### src/rtl/arith_sequencer.sv
// arith_sequencer
//   Accepts one arithmetic request at a time and sequences it to completion.
//   Add/sub are evaluated locally; mul/div are handed to external units via a
//   one-cycle start pulse and completed when the unit's halt level rises
//   (after having been seen low at least once), or aborted after TIMEOUT
//   wait cycles.
//
// Ports
//   Clock       rising-edge clock for all state
//   Reset       asynchronous active-high reset
//   Req         operation request, sampled only while idle
//   Op          00 add, 01 sub, 10 mul, 11 div
//   A, B        unsigned 8-bit operands
//   MulStart    one-cycle start pulse to the multiplier
//   MulHalt     multiplier halted/complete level
//   MulProduct  multiplier result
//   DivStart    one-cycle start pulse to the divider
//   DivHalt     divider halted/complete level
//   DivQuot     divider quotient
//   DivRem      divider remainder
//   Busy        high from the cycle after acceptance through the Done cycle
//   Done        one-cycle completion pulse
//   Result      operation result, held until the next completion
//   Err         error flag, valid with Done and held with Result
module arith_sequencer #(
    parameter int unsigned TIMEOUT = 63
) (
    input  logic        Clock,
    input  logic        Reset,
    input  logic        Req,
    input  logic [1:0]  Op,
    input  logic [7:0]  A,
    input  logic [7:0]  B,
    output logic        MulStart,
    input  logic        MulHalt,
    input  logic [15:0] MulProduct,
    output logic        DivStart,
    input  logic        DivHalt,
    input  logic [7:0]  DivQuot,
    input  logic [7:0]  DivRem,
    output logic        Busy,
    output logic        Done,
    output logic [15:0] Result,
    output logic        Err
);

    localparam int unsigned CW = $clog2(TIMEOUT + 1);

    typedef enum logic [4:0] {
        IDLE  = 5'b00001,
        EXEC  = 5'b00010,
        ISSUE = 5'b00100,
        WAIT  = 5'b01000,
        DONE  = 5'b10000
    } state_t;

    typedef enum logic [1:0] {
        OP_ADD = 2'b00,
        OP_SUB = 2'b01,
        OP_MUL = 2'b10,
        OP_DIV = 2'b11
    } op_t;

    state_t          state;
    op_t             op_q;
    logic [7:0]      a_q;
    logic [7:0]      b_q;
    logic [CW-1:0]   cnt;
    logic            armed;

    logic            halt;
    logic [15:0]     sum;
    logic [15:0]     diff;
    logic [15:0]     unit_result;

    always_comb begin
        halt        = (op_q == OP_MUL) ? MulHalt : DivHalt;
        unit_result = (op_q == OP_MUL) ? MulProduct : {DivRem, DivQuot};
        // Zero-extended operands: the add keeps its carry in bit 8, the
        // subtract wraps to a 16-bit two's-complement value.
        sum         = {8'h00, a_q} + {8'h00, b_q};
        diff        = {8'h00, a_q} - {8'h00, b_q};
    end

    always_ff @(posedge Clock or posedge Reset) begin
        if (Reset) begin
            state    <= IDLE;
            op_q     <= OP_ADD;
            a_q      <= '0;
            b_q      <= '0;
            cnt      <= '0;
            armed    <= 1'b0;
            MulStart <= 1'b0;
            DivStart <= 1'b0;
            Busy     <= 1'b0;
            Done     <= 1'b0;
            Result   <= '0;
            Err      <= 1'b0;
        end else begin
            MulStart <= 1'b0;
            DivStart <= 1'b0;
            Done     <= 1'b0;

            unique case (state)
                IDLE: begin
                    if (Req) begin
                        op_q <= op_t'(Op);
                        a_q  <= A;
                        b_q  <= B;
                        Busy <= 1'b1;
                        if (op_t'(Op) == OP_DIV && B == 8'h00) begin
                            // Divide by zero never reaches the divider.
                            state  <= DONE;
                            Done   <= 1'b1;
                            Result <= '1;
                            Err    <= 1'b1;
                        end else if (Op[1]) begin
                            // Start pulses are registered so they line up
                            // exactly with the ISSUE cycle.
                            state    <= ISSUE;
                            MulStart <= ~Op[0];
                            DivStart <= Op[0];
                        end else begin
                            state <= EXEC;
                        end
                    end
                end

                EXEC: begin
                    Result <= (op_q == OP_SUB) ? diff : sum;
                    Err    <= 1'b0;
                    Done   <= 1'b1;
                    state  <= DONE;
                end

                ISSUE: begin
                    cnt   <= '0;
                    armed <= 1'b0;
                    state <= WAIT;
                end

                WAIT: begin
                    // Armed completion takes priority over the timeout.
                    if (armed && halt) begin
                        Result <= unit_result;
                        Err    <= 1'b0;
                        Done   <= 1'b1;
                        state  <= DONE;
                    end else if (cnt == CW'(TIMEOUT - 1)) begin
                        Result <= '0;
                        Err    <= 1'b1;
                        Done   <= 1'b1;
                        state  <= DONE;
                    end else begin
                        cnt <= cnt + CW'(1);
                        if (!halt) begin
                            armed <= 1'b1;
                        end
                    end
                end

                DONE: begin
                    Busy  <= 1'b0;
                    state <= IDLE;
                end

                default: begin
                    Busy  <= 1'b0;
                    state <= IDLE;
                end
            endcase
        end
    end

endmodule

### config.mk
export PLATFORM = sky130hd
export DESIGN_NAME = arith_sequencer
export DESIGN_NICKNAME = d
export VERILOG_FILES = /design/src/rtl/arith_sequencer.sv
export SDC_FILE = /design/constraint.sdc
export NUM_CORES = 1
export LEC_CHECK = 0
export ABC_AREA = 1
export CORE_MARGIN = 8
export CORE_UTILIZATION = 52
export CTS_BUF_LIST = sky130_fd_sc_hd__clkbuf_4 sky130_fd_sc_hd__clkbuf_8
export DETAILED_ROUTE_END_ITERATION = 6
export PLACE_DENSITY_LB_ADDON = 0.15
export REMOVE_ABC_BUFFERS = 1
export SLEW_MARGIN = 20
export SYNTH_ARGS = -nofsm -noshare
export SYNTH_HDL_FRONTEND = slang
export SYNTH_SLANG_ARGS = --single-unit
### constraint.sdc
create_clock -name Clock -period 2.5 [get_ports Clock]
set_clock_uncertainty 0.1 [all_clocks]
set_input_delay 0.375 -clock Clock [delete_from_list [all_inputs] [get_ports Clock]]
set_output_delay 0.375 -clock Clock [all_outputs]
set_load 0.02 [all_outputs]
==> metrics.md, run 1 <==
| Metric | Value |
|---|---|
| Metal2 WL | 3250 um |
| Max IR drop VDD | 0.670 mV |
| Most common cell in the netlist | nand2_1 |
| CORE AREA | 6240 sq um |
| Fin crit share | 0.814 |
| Fmax | 0.491 GHz |
| Distinct cells, synth | 34 |
| Final HPWL from detailed placement | 6200 um |
| Register share of total power | 0.297 |
| Worst slew margin | 0.716 |
| Max stage delay on crit path | 0.37 ns |
| CP max stage cell | dfrtp_1 |
| Final Hold Fails | 0 |
| Crit path DAT | 2.14 ns |
| Class of the worst hold path | in -> async |
| Net Sw Frac | 0.442 |
| Largest area contributor in the netlist | dfrtp_1 |
| Syn Area/Cell | 7.70 sq um |
| Yosys reg bits | 51 |
| Sequential share of the synthesized area | 0.389 |
| Post-route cell area | 4200 sq um |
| Port Buffers | 75 |
| Main flop type after synthesis | dfrtp_1 |
| Synth top area cells | dfrtp_1 38%, nand2_1 12%, ha_1 7.2% |
| Die Ht | 95.4 um |
| Worst path required time | 2.60 ns |
| Synth Cell Area | 3280 sq um |
| DRT Wirelength | 7760 um |
| Drt first pass iters | 4 |
| Remaining Overflow, GRT | 0 |
| Root Buffer | clkbuf_8 |
| Die area | 9110 sq um |
| Synth warn | 0 |
| Clock network fraction of design power | 0.125 |
| Largest net degree at the start of global routing | 28 |
| Setup crit start kind | flip-flop |
| Crit path kind | reg -> reg |
| Pwr Density | 1110 nW/um^2 |
| First-pass GRT wire length | 13,200 um |
| CP cell instances | inv_1 -> ha_1 -> fa_1 -> inv_1 -> nand4_1 -> nand3_1 -> nand3_1 -> nand2_1 -> nand2_2 -> inv_2 -> a21oi_1 |
| Post-synth ARST share | 1.00 |
| Area Growth Syn to Fin | 28.0% |
| Num CTS Buffers | 5 |
| Total GRT Usage | 0.180 |
| Gate power share | 0.577 |
| Post_cts resized | 0 |
| Antenna Cells | 0 |
| RSZ-0062 raised after global routing | no |
| Status | finished, final reports clean |
| CP Max Fanout | 7 |
| Post-synthesis cell count | 426 |
| Final nets | 576 |
| IO Count | 76 |
| CTS tree | yes |
| Setup crit end kind | flip-flop |
| Reported leakage power | 2.03 nW |
| Max-Cap Viols | 0 |
| Avg WL per Cell | 13.4 um |
| Setup TNS | 0 ns |
| Pint | 2.61 mW |
| Net switching power | about 2.1 mW |
| Top Metal Used | met4 |
| Vias in the first global route | 2,917 |
| Post-synth EDFFs | 0 |
| Tmin final | 2.04 ns |
| Antenna-violating nets left | 0 |
| Layout cells sized above 1 | 0.0958 |
| Vias/cell | roughly 5.1 |
| Worst-margin pin slew | around 0.43 ns |
| Gpl congestion | 0.840 |
| Die X | around 95 um |
| CTS Sinks | between 50 and 60 |
| Clk_lat worst skew | 0.31 ns |
| DRC | 0 |
| Final setup vio count | 0 |
| DR vias | 2,919 |
| Row cnt | 29 |
| Filler cells | 545 |
| DRT met1 WL | about 3600 um |
| Initial Util | 0.526 |
| CTS H-tree depth | 2 |
| Placement Cell Area | 4090 sq um |
| Slew Viols, Final | 0 |
| Yosys top cell area share | 0.381 |
| Post-synth top cells | 108 x nand2_1, 54 x inv_1, 50 x dfrtp_1 |
| Met3 routed WL | ~810 um |
| Hold buffers post-CTS | 0 |
| Initial antenna violation count | 0 |
| Post-CTS setup buffers | 0 |
| CTS max path bufs | 2 |
| Initial DRC Count | 175 |
| CTS clk-pin slew, worst paths | approximately 0.1 ns |
worst paths after layout:
kind | startpoint | to | slack (ns) | cells after the start
worst max register to register | a_q[0]$_DFFE_PP0P_ | Result[12]$_DFFE_PP0P_ | 0.46 | 11
min in group Clock | Result[2]$_DFFE_PP0P_ | Result[2]$_DFFE_PP0P_ | 0.40 | 1
worst min-delay path | Reset | state[4]$_DFFE_PP0P_ | 0.17 | 2
worst min register to register | Result[2]$_DFFE_PP0P_ | Result[2]$_DFFE_PP0P_ | 0.40 | 1
worst max-delay path | a_q[0]$_DFFE_PP0P_ | Result[12]$_DFFE_PP0P_ | 0.46 | 11
max in group asynchronous | Reset | a_q[2]$_DFFE_PP0P_ | 1.58 | 3
cell type report:
type | instances | area, sq um | share of cell area
Multi-Input combinational cell | 304 | 1710 | 0.406
Inverter | 58 | 218 | 0.0518
Timing Repair Buffer | 80 | 788 | 0.188
Tap cell | 77 | 96.3 | 0.0229
Clock buffer | 6 | 76.3 | 0.0182
Clock inverter | 2 | 37.5 | 0.00894
Sequential cell | 51 | 1280 | 0.304
cell usage in the layout, fill, tap and decap left out, types with 2 or more instances in the layout:
master             n
o211ai_1           2
or2_2              3
o21ai_0           25
inv_1             53
o21a_1             3
a21oi_1           23
xor2_1             2
fa_1               2
nor2_1            45
inv_2              5
ha_1              19
nand3_1           25
nand2_1          108
dfrtp_1           50
mux2_2            15
buf_4              5
clkdlybuf4s50_1   75
and3_1             2
nand2_2            3
nand2_4            2
nor3_1             6
nand4_1           10
clkbuf_8           5
state kept, by name, summed over array words and instances (netlist names):
name / cells
cnt: 6
Result: 16
Done: 1
armed: 1
state: 5
a_q: 8
MulStart: 1
Err: 1
DivStart: 1
Busy: 1
b_q: 8
op_q: 2
layer usage:
metal | vias up | track usage
li1 | 1504 | -
met1 | 1302 | 0.236
met2 | 103 | 0.282
met3 | 10 | 0.0567
met4 | 0 | 0.0499
met5 | - | 0
worst max-delay path, delay by kind of cell, from the launching register on:
family                     cells  cell delay (ns)
adders and majority gates      2             0.57
and+or+nand+nor                5             0.49
DFF                            1             0.37
buffers and inverters          3             0.32
AOI/OAI and AO/OA              1             0.08
power groups by stage:
| stage | sequential [mW] | clock, mW | combinational (mW) |
|---|---|---|---|
| 2_1_floorplan | 1.56 | 0 | 1.67 |
| 3_3_place_gp | 1.39 | 0 | 2.63 |
| 3_5_place_dp | 1.41 | 0 | 2.70 |
| 4_1_cts | 1.39 | 0.599 | 2.71 |
| 5_1_grt | 1.44 | 0.626 | 3.07 |
| 6_report | 1.39 | 0.586 | 2.70 |
kinds of logic (layout without fill, tap and decap cells):
kind of cell,after synthesis,count (layout),synth area share
flip-flops,51,51,0.389
AO/OA/AOI/OAI,57,57,0.0984
AND/OR/NAND/NOR,209,209,0.280
multiplexers,15,15,0.0515
XOR/XNOR,2,2,0.00534
adder cells (fa/ha/maj),21,21,0.0847
buffers and inverters,71,146,0.0904
through the flow:
| step | setup slack (ns) | utilization | instances | hold slack (ns) | power, mW |
|---|---|---|---|---|---|
| finish | 0.464 | 0.673 | 578 | 0.168 | 4.67 |
| global route | 0.266 | 0.673 | 578 | 0.205 | 5.14 |
| CTS | 0.480 | 0.673 | 578 | 0.175 | 4.70 |
| detailed placement | 0.426 | 0.655 | 570 | 0.383 | 4.10 |
| global placement | 0.479 | 0.655 | 570 | 0.374 | 4.02 |
| floorplan | 0.150 | - | 413 | 0.348 | 3.22 |
Power figures use the tool's default switching activity.
==> run 2, diff against run 1 <==
- CORE_UTILIZATION: 52 -> 47
- clock period: 2.5 -> 1.8 ns (I/O delays scaled with it)
==> run 2 against run 1 <==
  * The flow now finishes with violations (setup timing)
  * Design area is 13% higher
  * Worst hold slack gained 0.056 ns
  * Via count is 7.9% higher
  * Global-route usage is 0.69 points lower
  * Clock power is 40% higher
  * Final cell count up 8.7%
  * Die area rose by 8.8%
  * Sequential power grew 41%
  * First-iteration DRC count rose by 2.3%
  * Worst setup slack worse by 0.54 ns
  * Register-to-register slack got worse by 0.54 ns
  * Largest cell class unchanged
  * Largest power group unchanged
==> metrics.md, run 2 (synthesis gave the netlist of run 1 again) <==
| Metric | Value |
|---|---|
| CORE AREA | 6790 sq um (+8.9%) |
| Initial antenna violation count | 0 (unchanged) |
| Worst slew margin | 0.743 (+0.0274) |
| DRT Wirelength | 8790 um (+13%) |
| Pwr Density | 1630 nW/um^2 (+46%) |
| Post-route setup slack | -0.0787 ns (-0.543 ns) |
| Violated checks | setup timing |
| Total GRT Usage | 0.174 (-0.00693) |
| Row cnt | 30 (+3.4%) |
| CTS clk-pin slew, worst paths | 0.10 ns (about the same) |
| IO Count | 76 (unchanged) |
| RSZ-0062 raised after global routing | yes |
| Hold buffers post-CTS | 0 (unchanged) |
| Area Growth Syn to Fin | 44.4% |
| Layout cells sized above 1 | 0.246 (+0.150) |
| Clk_lat worst skew | 0.31 ns (about the same) |
| Core Util, Final | 0.697 (+0.0240) |
| Pint | 4.28 mW (+64%) |
| Die area | 9910 sq um (+8.8%) |
| Most frequent cells in the layout | 102 x nand2_1, 75 x clkdlybuf4s50_1, 50 x dfrtp_1 |
| Final setup vio count | 4 (+4) |
| Status | finished with violations |
| Register share of total power | 0.254 (-0.043) |
| Final Hold Fails | 0 (unchanged) |
| Class of the worst hold path | in -> async |
| Root Buffer | clkbuf_8 |
| Vias/cell | 5.02 (-0.65%) |
| Net Sw Frac | 0.444 (+0.00195) |
| Avg WL per Cell | 14.0 um (+4.3%) |
| Worst path required time | 1.94 ns (-0.66 ns) |
| Final nets | 607 (+5.4%) |
| Crit path kind | reg -> reg |
| Registers with the most flip-flops | Result (16), a_q (8), b_q (8) |
| Fin crit share | 1.04 (+0.229) |
| Final HPWL from detailed placement | 6420 um (+3.5%) |
| CTS H-tree depth | 2 (unchanged) |
| Die X | 99.5 um (+4.3%) |
| Setup crit start kind | flip-flop |
| Commonest non-fill, non-tap cell in the layout | nand2_1 |
| Tmin final | 1.88 ns (-0.157 ns) |
| Worst-margin pin slew | 0.385 ns (-0.0414 ns) |
| Total power | 7.70 mW (+65%) |
| DRC | 0 (unchanged) |
| Net switching power | 3.42 mW (+66%) |
| Reported leakage power | 2.21 nW (+8.6%) |
| CTS tree | yes |
| Number of flip-flops under the largest register name | 16 (unchanged) |
| Setup crit end kind | flip-flop |
| Reg with most FFs | Result |
| Gate power share | 0.639 (+0.062) |
| Max-Cap Viols | 0 (unchanged) |
| Antenna Cells | 0 (unchanged) |
| Port Buffers | 75 (unchanged) |
| Die Ht | 99.5 um (+4.3%) |
| Initial Util | 0.483 (-0.0428) |
| Gpl congestion | 0.878 (+4.5%) |
| Largest net degree at the start of global routing | 52 (+86%) |
| Remaining Overflow, GRT | 0 (unchanged) |
| DR vias | 3,151 (+7.9%) |
| Num CTS Buffers | 5 (unchanged) |
| Clock network fraction of design power | 0.106 (-0.019) |
| First-pass GRT wire length | 14,100 um (+7.2%) |
| Max IR drop VDD | 0.856 mV (+28%) |
| Vias in the first global route | 3,088 (+5.9%) |
| CP Max Fanout | 3 (-4) |
| CTS max path bufs | 2 (unchanged) |
| Setup TNS | -0.222 ns (-0.222 ns) |
| Slew Viols, Final | 0 (unchanged) |
| Initial DRC Count | 179 (+2.3%) |
| Antenna-violating nets left | 0 (unchanged) |
| CTS Sinks | 51 (unchanged) |
| Drt first pass iters | 5 (+1) |
| Fmax | 0.532 GHz (+8.4%) |
| Crit path DAT | 2.02 ns (-0.12 ns) |
## run 2: changes by cell type in the layout (fill, tap and decap cells not counted), sizes merged
cell / delta
buf: +30
clkinv: +1
inv: -1
nand3: +1
## run 2: worst paths after layout
kind,from,to,slack [ns],depth (start not counted)
setup / recovery,b_q[0]$_DFFE_PP0P_,Result[6]$_DFFE_PP0P_,-0.08,10
hold / removal,Reset,armed$_DFFE_PP0P_,0.22,3
setup reg to reg,b_q[0]$_DFFE_PP0P_,Result[6]$_DFFE_PP0P_,-0.08,10
hold reg to reg,Result[2]$_DFFE_PP0P_,Result[2]$_DFFE_PP0P_,0.41,1
max in group asynchronous,Reset,state[0]$_DFFE_PP1P_,1.10,3
min in group Clock,A[4],a_q[4]$_DFFE_PP0P_,0.39,3
## run 2: worst max-delay path: stages (launching register included)
cell and delay, ns:
dfrtp_1 0.42, ha_2 0.22, inv_2 0.04, fa_2 0.34
inv_2 0.08, nand4_1 0.11, nand3_2 0.11, nand2_1 0.07
nand3_1 0.11, nand3_2 0.10, a21oi_2 0.12
## run 2: per-layer routing
metal / GRT usage / up-vias / share of wire
li1: - / 1576 / -
met1: 0.233 / 1450 / 0.47
met2: 0.259 / 111 / 0.43
met3: 0.0482 / 14 / 0.072
met4: 0.0617 / 0 / 0.019
met5: 0 / - / 0
## run 2: final cells by class
| cell class | instances | area [sq um] |
|---|---|---|
| multi-input cells | 305 | 1960 |
| inverters | 58 | 223 |
| fillers | 567 | 2060 |
| repair buffers | 110 | 1040 |
| clock inverters | 2 | 37.5 |
| well taps | 96 | 120 |
| clock buffers | 6 | 76.3 |
| flip-flops and latches | 51 | 1280 |
## run 2: through the flow
step	hold WS [ns]	cell area [sq um]	cells	setup slack, ns
after floorplan	0.243	3200	413	-0.550
after global placement	0.377	4340	616	-0.0752
after detailed placement	0.392	4340	616	-0.159
after CTS	0.231	4510	624	-0.0483
after global routing	0.242	4740	628	-0.195
final	0.224	4740	628	-0.0787
## run 2: timing repair
action	4_1_cts	5_1_grt
buffers inserted	0	3
gates cloned	0	1
resized for setup	20	51
setup endpoints to repair	13	23
pin swaps	7	14
## run 2: power groups by stage
stage / registers (mW) / logic [mW] / clock network (mW)
6_report: 1.96 / 4.93 / 0.818
5_1_grt: 2.03 / 5.42 / 0.881
2_1_floorplan: 2.16 / 2.31 / 0
4_1_cts: 1.92 / 4.26 / 0.839
3_3_place_gp: 1.91 / 4.02 / 0
3_5_place_dp: 1.93 / 4.10 / 0
